===== src/rtl/regfile_dump_unit_pkg.sv =====
// Shared constants and types for the register-file dump unit.
package regfile_dump_unit_pkg;

    localparam int RF_NUM_REGS   = 32;
    localparam int RF_DATA_WIDTH = 32;
    localparam int RF_IDX_W      = 5;

    typedef enum logic [1:0] {
        ST_IDLE = 2'd0,
        ST_READ = 2'd1,
        ST_SEND = 2'd2,
        ST_DONE = 2'd3
    } dump_state_e;

    // Advance a register index, wrapping from the top register back to 0.
    function automatic logic [RF_IDX_W-1:0] next_idx(input logic [RF_IDX_W-1:0] idx,
                                                     input int num_regs);
        logic [RF_IDX_W-1:0] top;
        top = RF_IDX_W'(num_regs - 1);
        return (idx == top) ? '0 : idx + RF_IDX_W'(1);
    endfunction

endpackage


===== src/rtl/regfile_dump_unit.sv =====
// Walks a range of architectural registers through a spare regfile read
// port and streams each value out over a valid/ready interface.
module regfile_dump_unit
    import regfile_dump_unit_pkg::*;
#(
    parameter int NUM_REGS   = RF_NUM_REGS,
    parameter int DATA_WIDTH = RF_DATA_WIDTH
) (
    input  logic                  clock,
    input  logic                  reset,
    input  logic                  start,
    input  logic [RF_IDX_W-1:0]   first_reg,
    input  logic [RF_IDX_W-1:0]   last_reg,
    output logic [RF_IDX_W-1:0]   ctrl_readReg,
    input  logic [DATA_WIDTH-1:0] data_readReg,
    output logic                  out_valid,
    input  logic                  out_ready,
    output logic [DATA_WIDTH-1:0] out_data,
    output logic [RF_IDX_W-1:0]   out_reg,
    output logic                  out_last,
    output logic                  busy,
    output logic                  done
);

    dump_state_e           state_q, state_d;
    logic [RF_IDX_W-1:0]   cur_q, cur_d;
    logic [RF_IDX_W-1:0]   last_q, last_d;
    logic [DATA_WIDTH-1:0] out_data_q, out_data_d;
    logic [RF_IDX_W-1:0]   out_reg_q, out_reg_d;

    // State and datapath registers; reset aborts any dump in progress.
    always_ff @(posedge clock) begin
        if (reset) begin
            state_q    <= ST_IDLE;
            cur_q      <= '0;
            last_q     <= '0;
            out_data_q <= '0;
            out_reg_q  <= '0;
        end else begin
            state_q    <= state_d;
            cur_q      <= cur_d;
            last_q     <= last_d;
            out_data_q <= out_data_d;
            out_reg_q  <= out_reg_d;
        end
    end

    // Next-state and datapath update: the range is latched only from IDLE,
    // so start/first/last are ignored for the rest of the dump.
    always_comb begin
        state_d    = state_q;
        cur_d      = cur_q;
        last_d     = last_q;
        out_data_d = out_data_q;
        out_reg_d  = out_reg_q;
        unique case (state_q)
            ST_IDLE: begin
                if (start) begin
                    cur_d   = first_reg;
                    last_d  = last_reg;
                    state_d = ST_READ;
                end
            end
            ST_READ: begin
                // Read data is combinational from ctrl_readReg, so it is
                // captured in the same cycle the address is presented.
                out_data_d = data_readReg;
                out_reg_d  = cur_q;
                state_d    = ST_SEND;
            end
            ST_SEND: begin
                if (out_ready) begin
                    if (cur_q == last_q) begin
                        state_d = ST_DONE;
                    end else begin
                        cur_d   = next_idx(cur_q, NUM_REGS);
                        state_d = ST_READ;
                    end
                end
            end
            ST_DONE: begin
                state_d = ST_IDLE;
            end
            default: begin
                state_d = ST_IDLE;
            end
        endcase
    end

    // Outputs decoded from the current state; address is parked at 0
    // whenever no read is in flight.
    always_comb begin
        ctrl_readReg = '0;
        out_valid    = 1'b0;
        out_last     = 1'b0;
        busy         = 1'b1;
        done         = 1'b0;
        unique case (state_q)
            ST_IDLE: busy = 1'b0;
            ST_READ: ctrl_readReg = cur_q;
            ST_SEND: begin
                out_valid = 1'b1;
                out_last  = (out_reg_q == last_q);
            end
            ST_DONE: done = 1'b1;
            default: busy = 1'b0;
        endcase
    end

    assign out_data = out_data_q;
    assign out_reg  = out_reg_q;

endmodule


===== config.mk =====
export PLATFORM = sky130hd
export DESIGN_NAME = regfile_dump_unit
export DESIGN_NICKNAME = d
export VERILOG_FILES = /design/src/rtl/regfile_dump_unit_pkg.sv /design/src/rtl/regfile_dump_unit.sv
export SDC_FILE = /design/constraint.sdc
export NUM_CORES = 1
export LEC_CHECK = 0
export CAP_MARGIN = 20
export CORE_ASPECT_RATIO = 0.9
export CORE_UTILIZATION = 44
export DETAILED_ROUTE_END_ITERATION = 10
export PLACE_DENSITY = 0.95
export SYNTH_ARGS = -nofsm -noshare
export SYNTH_HDL_FRONTEND = slang
export SYNTH_SLANG_ARGS = --single-unit

===== constraint.sdc =====
create_clock -name clock -period 4.6 [get_ports clock]
set_input_delay 0.69 -clock clock [delete_from_list [all_inputs] [get_ports clock]]
set_output_delay 0.69 -clock clock [all_outputs]
set_load 0.02 [all_outputs]

==> impl_metrics.py, run 1 <==
metrics = {
    "clocking": {
        "clock_sink_count": 49,
        "path_clk_slew_ns": 0.08,
        "ctsHoldBuffers": 0,
        "htreeDepth": 2,
        "cts_max_path_buffers": 2,
        "root_buffer": "clkbuf_8",
        "ctsResizeCount": 0,
        "clock_latency_ns": 0.30,
        "post_cts_buffers": 0,
        "cts_tree": "yes",
        "cts_buffers": 5,
    },
    "critical_path": {
        "worstPathArrival_ns": 1.88,
        "cp_max_fo": 6,
        "endpoint_kind": "primary output",
        "cp-start-kind": "flop",
        "path_class": "flop to primary output",
        "crit_required_ns": 3.91,
    },
    "global_routing": {
        "grt_pass1_vias": 1880,
        "antenna_found_initial": 0,
        "grt_max_degree": 55,
        "grt_overflow": 0,
        "grt_usage_pct": 22.42,
        "grt_pass1_wl_mm": 8.349,
    },
    "drt": {
        "wl_met3_um": 474,
        "drtPass1Iterations": 4,
        "wl_mm": 5.176,
        "vias": 1932,
        "drc": 0,
        "avgRoutedWirePerCell_um": 13.04,
        "viasPerCell": 4.866,
        "antenna_left": 0,
        "drt_iter0_markers": 75,
        "route.met2.wl_mm": 2.414,
        "wl_met1_mm": 2.208,
        "routed.top_layer": "met4",
    },
    "synth": {
        "yosys.area.top_type": "dfxtp_1",
        "yosysSeqAreaShare_pct": 48.70,
        "yosysTopAreaCellShare_pct": 48.70,
        "syn_nets": 299,
        "synth_edf_count": 0,
        "synthesis.area_um2": 2014,
        "postSynthCellCount": 251,
        "async_reset_ff_share_pct": 0,
        "ys_seq_elements": 49,
        "avgSynthCellArea_um2": 8.026,
        "synth_warnings": 0,
        "synth_area_leaders": "dfxtp_1, nand2_1, a21oi_1, mux2i_1, xor2_1",
        "synth_flop_cell": "dfxtp_1",
        "synth_cell_types": 32,
    },
    "finish": {
        "area_growth_pct": 52.92,
        "largest_register_ffs": 32,
        "final_common_cell": "clkdlybuf4s50_1",
        "antenna_cells": 0,
        "drive_above_1_share_pct": 5.045,
        "layout_common_cells": "clkdlybuf4s50_1, nand2_1, dfxtp_1",
        "nets": 384,
        "fin_area_um2": 3080,
    },
    "sta": {
        "fin_hold_ws_ns": 0.4570,
        "finalCritPeriodShare_pct": 55.92,
        "slew_viol_final": 0,
        "fin_ws_ns": 2.028,
        "fmax_mhz": 388.8,
        "setup_violations": 0,
        "hold_viol": 0,
        "worst_slew_pin_slew_ns": 0.9518,
        "tns_ns": 0,
        "fin_skew_ns": 0.004743,
        "fin_crit_ns": 2.572,
        "rsz0062_at_grt": "false",
        "slew_headroom_pct": 36.55,
    },
    "floorplan": {
        "die_w_um": 73.32,
        "rows": 22,
        "core_um2": 4239,
        "die_area_um2": 4853,
        "die_h_um": 66.19,
        "io_pins": 92,
        "initial_core_util_pct": 47.52,
    },
    "power": {
        "p_leak_uw": 0.001203,
        "seqPwrFrac_pct": 47.4,
        "ir_drop_mv": 0.2161,
        "pwr-share-clk_pct": 31.2,
        "switchingPower_uw": 260.1,
        "power-per-cell-area_nw_per_um2": 324.4,
        "intPower_uw": 739.2,
        "p_sw_share_pct": 26.03,
        "comb_power_share_pct": 21.4,
    },
    "placed_design": {
        "postPlaceCellArea_um2": 2964,
        "gp_congestion": 0.8450,
        "preCtsSetupSlack_ns": 2.362,
        "portBuffers": 91,
        "post-dp-hpwl_mm": 3.731,
    },
    "status": {
        "status": "complete, no violations",
    },
    "min_path": {
        "hold_path_class": "flop to flop",
    },
    "flow_run": {
        "cap_viol_max_count": 0,
    },
}
[layer usage]
layer  vias to the layer above  GRT usage [%]
met4                         0          6.490
met3                         9          8.079
li1                        980              -
met2                        76          38.66
met5                         -              0
met1                       867          26.05
[logic make-up (layout without fill, tap and decap cells)]
| group | Yosys count | after routing | synth area share (%) |
|---|---|---|---|
| simple gates | 111 | 111 | 23.17 |
| xor+xnor | 11 | 11 | 4.782 |
| mux | 12 | 12 | 6.273 |
| buf+inv | 22 | 108 | 4.596 |
| compound gates | 44 | 44 | 11.24 |
| fa+ha+maj | 2 | 2 | 1.242 |
| flops | 49 | 49 | 48.70 |
[critical path, cell delays in order (launching register included)]
cell and delay, ns:
dfxtp_1 0.35, and2b_1 0.44, nand2_1 0.13, inv_1 0.07, clkdlybuf4s50_1 0.59
[worst paths after layout]
kind / from / endpoint / slack [ns] / cells after the start
hold / removal: out_data[23] / out_data[23] / 0.46 / 2
setup reg to reg: cur_q[0] / cur_q[3] / 2.66 / 6
hold reg to reg: out_data[23] / out_data[23] / 0.46 / 2
setup / recovery: state_q[1] / ctrl_readReg[0] / 2.03 / 4
[cell usage after synthesis, types with 2 or more instances]
master	number
a21oi_1	40
a31oi_1	2
buf_1	6
buf_2	2
clkbuf_1	6
dfxtp_1	49
ha_1	2
inv_1	7
mux2_2	4
mux2i_1	7
nand2_1	80
nand2b_1	2
nor2_1	12
nor2b_1	5
xnor2_1	5
xor2_1	6
[final cells by class]
type	instances	area [um^2]
inverters	7	26.28
flip-flops and latches	49	980.9
clock buffers	7	86.33
well taps	60	75.07
clock inverters	1	30.03
multi-input cells	180	940.9
repair buffers	93	940.9
fillers	355	1159
[power groups by stage]
stage	Sequential (uW)	Clock, uW	Combinational (uW)
2_1_floorplan	500	0	91.8
5_1_grt	477	333	234
4_1_cts	473	319	215
3_3_place_gp	481	0	204
6_report	473	312	214
3_5_place_dp	483	0	213
[through the flow]
| step | util, % | total power, uW | std cells |
|---|---|---|---|
| after floorplan | - | 592.3 | 251 |
| after global placement | 69.27 | 685.1 | 388 |
| after detailed placement | 69.92 | 696.2 | 389 |
| after CTS | 72.67 | 1007 | 397 |
| after global routing | 72.67 | 1044 | 397 |
| final | 72.67 | 999.2 | 397 |
(Power assumes the default switching activity.)
==> run 2: changes to the inputs <==
CORE_UTILIZATION = 41   (was 44)
PLACE_DENSITY = 0.91   (was 0.95)
clock period = 2.6 ns   (was 4.6 ns; I/O delays follow)
==> impl_metrics.py, run 2 (synthesized netlist as in run 1, its figures left out) <==
metrics = {
    "floorplan": {
        "initial_core_util_pct": 44.03,
        "die_w_um": 75.89,
        "die_h_um": 68.50,
        "die_area_um2": 5198,
        "rows": 23,
        "core_um2": 4576,
        "io_pins": 92,
    },
    "sta": {
        "fin_crit_ns": 2.332,
        "finalCritPeriodShare_pct": 89.68,
        "setup_violations": 0,
        "tns_ns": 0,
        "hold_viol": 0,
        "fmax_mhz": 428.9,
        "slew_viol_final": 0,
        "worst_slew_pin_slew_ns": 0.6669,
        "rsz0062_at_grt": "false",
        "fin_skew_ns": 0.003684,
        "slew_headroom_pct": 55.54,
    },
    "critical_path": {
        "cpPeakStageDelay_ns": 0.60,
        "cp-start-kind": "flop",
        "endpoint_kind": "primary output",
        "crit_required_ns": 2.21,
        "worstPathArrival_ns": 1.94,
        "crit_end": "ctrl_readReg[3]",
        "cp_max_fo": 11,
        "path_class": "flop to primary output",
        "critical-path-top-delay-family": "buffers and inverters",
        "crit_buf_inv": 2,
        "rr_endpoint": "cur_q[3]",
        "worstPathCellList": "and2b_1, nand2_1, inv_1, clkdlybuf4s50_1",
        "rr_worst_depth": 6,
        "regToRegSetupSlack_ns": 0.70,
        "critPathLaunch": "state_q[1]",
        "cp.depth": 4,
        "cpMaxStageDelayCell": "clkdlybuf4s50_1",
        "timing.rr.start": "cur_q[0]",
    },
    "placed_design": {
        "post-dp-hpwl_mm": 3.741,
        "gp_congestion": 0.9002,
        "portBuffers": 91,
        "postPlaceCellArea_um2": 2954,
    },
    "clocking": {
        "htreeDepth": 2,
        "cts_max_path_buffers": 2,
        "ctsResizeCount": 0,
        "cts_tree": "yes",
        "root_buffer": "clkbuf_8",
        "post_cts_buffers": 0,
        "cts_buffers": 5,
        "path_clk_slew_ns": 0.08,
        "ctsHoldBuffers": 0,
        "clock_sink_count": 49,
        "clock_latency_ns": 0.29,
    },
    "global_routing": {
        "antenna_found_initial": 0,
        "grt_pass1_wl_mm": 7.686,
        "grt_max_degree": 37,
        "grt_usage_pct": 20.01,
        "grt_overflow": 0,
        "grt_pass1_vias": 1714,
    },
    "drt": {
        "drt_iter0_markers": 50,
        "antenna_left": 0,
        "drc": 0,
        "wl_mm": 5.115,
        "drtPass1Iterations": 4,
        "viasPerCell": 4.812,
        "avgRoutedWirePerCell_um": 12.82,
        "vias": 1920,
    },
    "finish": {
        "area_growth_pct": 51.80,
        "fin_area_um2": 3058,
        "layout_common_cells": "clkdlybuf4s50_1, nand2_1, dfxtp_1",
        "antenna_cells": 0,
        "final_common_cell": "clkdlybuf4s50_1",
        "drive_above_1_share_pct": 5.341,
        "nets": 385,
        "largest_register_ffs": 32,
    },
    "power": {
        "power_uw": 1718,
        "ir_drop_mv": 0.3526,
        "p_leak_uw": 0.001197,
        "power-per-cell-area_nw_per_um2": 562.0,
    },
    "flow_run": {
        "cap_viol_max_count": 0,
    },
    "status": {
        "status": "complete, no violations",
    },
    "min_path": {
        "hold_path_class": "flop to flop",
    },
}
==> run 2: cell count changes in the layout (fill, tap and decap cells not counted), sizes merged <==
| cell | change |
|---|---|
| clkbuf | -2 |
| buf | +1 |
| clkinv | +1 |
==> run 2: layer usage <==
metal | GRT usage (%) | part of all wire [%] | vias up
met5 | 0 | 0 | -
met4 | 6.944 | 0.78 | 0
met3 | 7.558 | 9.7 | 4
met2 | 34.73 | 48 | 70
met1 | 22.42 | 42 | 868
li1 | - | - | 978
==> run 2: layout make-up <==
type	instances	area [um^2]
inverter	7	26.28
fill	389	1518
clock inverter	2	35.03
timing repair buffer	94	928.4
clock buffer	5	68.82
sequential	49	980.9
tap	62	77.57
multi-input combinational	180	940.9
==> run 2: worst min-delay path, cell delays in order (launching register included) <==
cell     delay (ns)
dfxtp_1        0.31
nand2_1        0.05
a21oi_1        0.05
==> run 2: how the worst min path moves through the flow <==
| stage | from | end | slack, ns | cells past startpoint |
|---|---|---|---|---|
| 6_report | out_data[6] | out_data[6] | 0.45 | 2 |
| 5_1_grt | out_data[13] | out_data[13] | 0.47 | 2 |
| 4_1_cts | out_data[1] | out_data[1] | 0.46 | 2 |
| 3_5_place_dp | out_data[10] | out_data[10] | 0.45 | 2 |
| 3_3_place_gp | out_data[18] | out_data[18] | 0.44 | 2 |
| 2_1_floorplan | cur_q[4] | out_reg[4] | 0.49 | 2 |
==> run 2: through the flow <==
step / utilization, % / std cells / hold WS (ns) / setup WS (ns)
floorplan: - / 251 / 0.4902 / 0.8608
global placement: 64.56 / 392 / 0.4413 / 0.6345
detailed placement: 64.56 / 392 / 0.4472 / 0.5885
CTS: 66.83 / 399 / 0.4587 / 0.2538
global route: 66.83 / 399 / 0.4750 / 0.1336
finish: 66.83 / 399 / 0.4548 / 0.2683
==> run 2: power breakdown <==
group / total [uW] / switching [uW] / internal [uW]
Clock: 511 / 232 / 280
Combinational: 371 / 180 / 192
Sequential: 836 / 38.2 / 798
==> RTL edit 1: new RTL, config.mk and constraints of run 2 <==
Reset style: asynchronous (`reset`), changed in one clocked block.
--- a/src/rtl/regfile_dump_unit.sv
+++ b/src/rtl/regfile_dump_unit.sv
@@ -29,7 +29,7 @@
     logic [RF_IDX_W-1:0]   out_reg_q, out_reg_d;
 
     // State and datapath registers; reset aborts any dump in progress.
-    always_ff @(posedge clock) begin
+    always_ff @(posedge clock or posedge reset) begin
         if (reset) begin
             state_q    <= ST_IDLE;
             cur_q      <= '0;
Function: differs if reset is asserted again (counterexample within 4 cycles, from zero or initial values and one cycle with reset high); with reset held inactive, the same outputs for 10 cycles.
==> RTL edit 1 against run 2 <==
  * Sequential cell count is the same
  * Synthesized cell count shrank 10%
  * Critical path depth grew 1
  * Wire length grew 3.6%
  * Critical path type unchanged
  * Largest cell class unchanged
  * Area after synthesis grew 6.5%
  * Worst setup slack lost 0.11 ns
  * Highest routed layer unchanged
  * Design area grew 5.6%
  * Via count shrank 4.3%
Power is not compared: it rests on default switching activity, and its combinational part moved more than twofold at a synthesized area within 25%.
==> RTL edit 1: results (changes against run 2) <==
Run status
  – Outcome: finished, final reports clean

Global routing
  – Largest net degree at the start of global routing: 29 (-22%)
  – Vias in the first global route: 1948 (+14%)
  – First-pass GRT wire length: 8.97 mm (+17%)
  – GRT Total Usage: 0.208 (+0.00843)
  – Met3 usage: 0.0490 (-0.0265)

Cells and area
  – Signal buffers share of area: 0.294 (-0.00992)
  – Fraction of layout cells with a size suffix above 1: 0.0846 (+0.0312)
  – # fillers: 448 (+15%)
  – Non-clock inverters: 5 (-2)
  – Buffers excl. clock: 96 (+2.1%)
  – Fraction of area in multi-input gates: 0.269 (-0.0388)
  – Final clock-cell share: 0.0267 (-0.00723)
  – Nets: 367 (-4.7%)

Placement
  – DP Wirelength: 3.97 mm (+6.0%)
  – Pre-CTS WS: 0.479 ns (-0.110 ns)

Synthesis
  – Cell variety after synth: 33 (+3.1%)
  – Commonest cells in the netlist: nand2_1, dfrtp_1, clkbuf_1, xor2_1
  – Sequential fraction of the synthesis area: 0.571 (+0.0845)
  – Syn Nets: 273 (-8.7%)

Timing
  – Slew HR: 0.486 (-0.0691)

Setup path
  – Critical path fanouts, max: 3 (-8)
  – Worst path max stage delay: 0.64 ns (+0.04 ns)
  – Crit path DAT: 2.05 ns (+0.11 ns)

Routing
  – Via count: 1838 (-4.3%)
  – Post-DR wirelength/cell: 13.8 um (+7.7%)

Worst hold path
  – Hold Path Class: primary input to asynchronous set/reset pin
==> RTL edit 1: changes by cell type after synthesis, sizes merged, moves of 3 or more <==
cell	run 2	this run
mux2	5	8
and2	1	6
a21oi	40	1
mux2i	7	1
nor2b	5	1
dfrtp	0	49
a21o	0	5
nand2	80	105
buf	9	3
dfxtp	49	0
nor2	13	2
==> RTL edit 1: path summary, 6_finish.rpt <==
path                                          startpoint                       end  slack [ns]  cells past startpoint
worst max-delay path               last_q[3]$_DFFE_PP0P_                  out_last        0.16                      5
worst min-delay path                               reset   out_data[3]$_DFFE_PP0N_        0.48                      2
worst max register to register      cur_q[0]$_DFFE_PP0P_      cur_q[1]$_DFFE_PP0P_        0.73                      4
worst min register to register  out_data[14]$_DFFE_PP0N_  out_data[14]$_DFFE_PP0N_        0.48                      2
max in group asynchronous                          reset  out_data[20]$_DFFE_PP0N_        1.49                      3
min in group clock              out_data[14]$_DFFE_PP0N_  out_data[14]$_DFFE_PP0N_        0.48                      2
==> RTL edit 1: logic make-up after synthesis <==
family | count (synthesis) | synth area share
xor gates and xnor gates | 9 | 0.0367
AOI/OAI and AO/OA | 15 | 0.0536
adders and majority gates | 2 | 0.0117
DFF | 49 | 0.571
buffers and inverters | 14 | 0.0251
muxes | 9 | 0.0536
and+or+nand+nor | 127 | 0.248
==> RTL edit 1: metrics by stage <==
step / cell area [um2] / total power [W] / utilization / cells
2_1_floorplan: 2150 / 0.00263 / - / 225
3_3_place_gp: 3140 / 0.00352 / 0.638 / 377
3_5_place_dp: 3140 / 0.00360 / 0.638 / 377
4_1_cts: 3230 / 0.00406 / 0.656 / 384
5_1_grt: 3230 / 0.00432 / 0.656 / 384
6_report: 3230 / 0.00401 / 0.656 / 384
==> RTL edit 2: new RTL, flow settings as in run 2 <==
Made on the original files. Set the package constant `RF_DATA_WIDTH` to 28 (it was 32).
--- a/src/rtl/regfile_dump_unit_pkg.sv
+++ b/src/rtl/regfile_dump_unit_pkg.sv
@@ -2,7 +2,7 @@
 package regfile_dump_unit_pkg;
 
     localparam int RF_NUM_REGS   = 32;
-    localparam int RF_DATA_WIDTH = 32;
+    localparam int RF_DATA_WIDTH = 28;
     localparam int RF_IDX_W      = 5;
 
     typedef enum logic [1:0] {
Interface: changed (resized data_readReg and out_data); port bits go from 92 to 84. No check against the original RTL was run, so the function may have changed too.
==> RTL edit 2 against run 2 <==
  * First-iteration DRC count is 140% higher
  * Area after synthesis is 6.6% lower
  * Worst setup slack better by 0.13 ns
  * Sequential share of layout area down 0.30 points
  * Total power fell by 9.6%
  * Utilization is 0.052 points higher
  * Die area decreased by 6.5%
  * Design area down 7.3%
  * Clock power shrank 14%
  * Clock skew up 0.0033 ns
  * Sequential cell count decreased by 4
  * Wire length fell by 7.6%
  * Largest power group unchanged
==> RTL edit 2: results (changes against run 2) <==
Run status
  – Outcome: finished, final reports clean

Power
  – Static Leakage: 1.12 nW (-6.6%)
  – VDD IR max: 0.000384 V (+9.0%)

Synthesis
  – Syn Nets: 278 (-7.0%)
  – Cell variety after synth: 32 (unchanged)
  – Commonest cells in the netlist: nand2_1, dfxtp_1, a21oi_1
  – Sequential fraction of the synthesis area: 0.479 (-0.00791)
  – Async SR Flop Fraction: 0 (unchanged)
  – Synth top area cells: dfxtp_1, nand2_1, a21oi_1

Cells and area
  – Diodes inserted: 0 (unchanged)
  – Max reg flops: 28 (-13%)
  – Nets: 358 (-7.0%)
  – # fillers: 380 (-2.3%)
  – Fraction of layout cells with a size suffix above 1: 0.0573 (+0.00391)

Worst hold path
  – Hold Path Class: register to register
  – Hold Crit Depth: 2 (unchanged)

Placement
  – DP Wirelength: 3.49 mm (-6.6%)
  – GPL Wtd Cong: 0.777 (-14%)
  – Input/output buffers: 83 (-8.8%)
  – Pre-CTS WS: 0.698 ns (+0.110 ns)

Global routing
  – Largest net degree at the start of global routing: 35 (-5.4%)
  – First-pass GRT wire length: 7.75 mm (+0.81%)
  – Initial antenna violation count: 0 (unchanged)
  – GRT Total Usage: 0.209 (+0.00910)
  – Vias in the first global route: 1717 (+0.18%)

Setup path
  – FF-to-FF End: cur_q[3]$_SDFFE_PP0P_
  – Crit path to: ctrl_readReg[4]
  – Crit path DAT: 1.81 ns (-0.13 ns)
  – Worst path max stage delay: 0.60 ns (about the same)
  – Critical path fanouts, max: 7 (-4)
  – Setup slack, reg-to-reg: 0.68 ns (-0.02 ns)
  – Crit-path slowest cell: clkdlybuf4s50_1
  – Critical path origin: state_q[1]$_SDFFE_PP0P_

Clock tree
  – Total CTS buffers: 5 (unchanged)
  – Root Driver: clkbuf_8
  – H-tree levels: 2 (unchanged)
  – Clk Latency, worst-skew pair: 0.29 ns (about the same)
  – Post-CTS resize count: 0 (unchanged)

Timing
  – Highest Clock Rate: 0.454 GHz (+5.9%)
  – Worst Tran Pin Value: 0.458 ns (-0.209 ns)
  – Final setup skew: 0.00700 ns (+0.00331 ns)

Routing
  – First-pass iteration count of the detailed router: 4 (unchanged)
  – Routed WL: 4.73 mm (-7.6%)
  – Via count: 1809 (-5.8%)
  – Drt first-iter violations: 122 (+140%)
[RTL edit 2: how the worst min path moves through the flow]
stage                                    from                        end  slack (ns)
floorplan               cur_q[4]$_SDFFE_PP0P_    out_reg[4]$_SDFFE_PP0N_        0.49
global placement    out_data[27]$_SDFFE_PP0N_  out_data[27]$_SDFFE_PP0N_        0.44
detailed placement  out_data[12]$_SDFFE_PP0N_  out_data[12]$_SDFFE_PP0N_        0.45
CTS                 out_data[12]$_SDFFE_PP0N_  out_data[12]$_SDFFE_PP0N_        0.46
global route        out_data[12]$_SDFFE_PP0N_  out_data[12]$_SDFFE_PP0N_        0.47
finish              out_data[12]$_SDFFE_PP0N_  out_data[12]$_SDFFE_PP0N_        0.46
[RTL edit 2: kinds of logic after synthesis]
logic type,synth area share
AOI/OAI and AO/OA,0.110
xor gates and xnor gates,0.0512
adders and majority gates,0.0133
buffers and inverters,0.0472
DFF,0.479
muxes,0.0672
and+or+nand+nor,0.232
[RTL edit 2: final cells by class]
type | instances | area [um2] | area share
flip-flops and latches | 45 | 901 | 0.318
multi-input cells | 168 | 891 | 0.314
repair buffers | 87 | 856 | 0.302
clock buffers | 7 | 86.3 | 0.0305
well taps | 60 | 75.1 | 0.0265
inverters | 7 | 26.3 | 0.00927
[RTL edit 2: worst reg2reg max path, delay by kind of cell, from the launching register on]
kind | cells | cell delay [ns]
AOI/OAI and AO/OA | 1 | 0.19
adders and majority gates | 2 | 0.46
DFF | 1 | 0.38
muxes | 1 | 0.15
and+or+nand+nor | 2 | 0.68
[RTL edit 2: routing by layer]
layer	GRT usage	wire (um)
met1	0.264	2130
met2	0.350	2190
met3	0.0716	379
met4	0.0361	24
met5	0	0
[RTL edit 2: report_power, final]
group | internal, W | switching, W
sequential | 0.000733 | 0.0000372
clock | 0.000211 | 0.000227
combinational | 0.000180 | 0.000165
[RTL edit 2: per-stage QoR]
stage	cell area (um2)	cells	hold slack [ns]	total power (W)
after detailed placement	2750	367	0.445	0.00113
after global routing	2840	374	0.474	0.00162
after global placement	2750	367	0.440	0.00113
after CTS	2840	374	0.456	0.00156
after floorplan	1880	234	0.490	0.000968
final	2840	374	0.456	0.00155
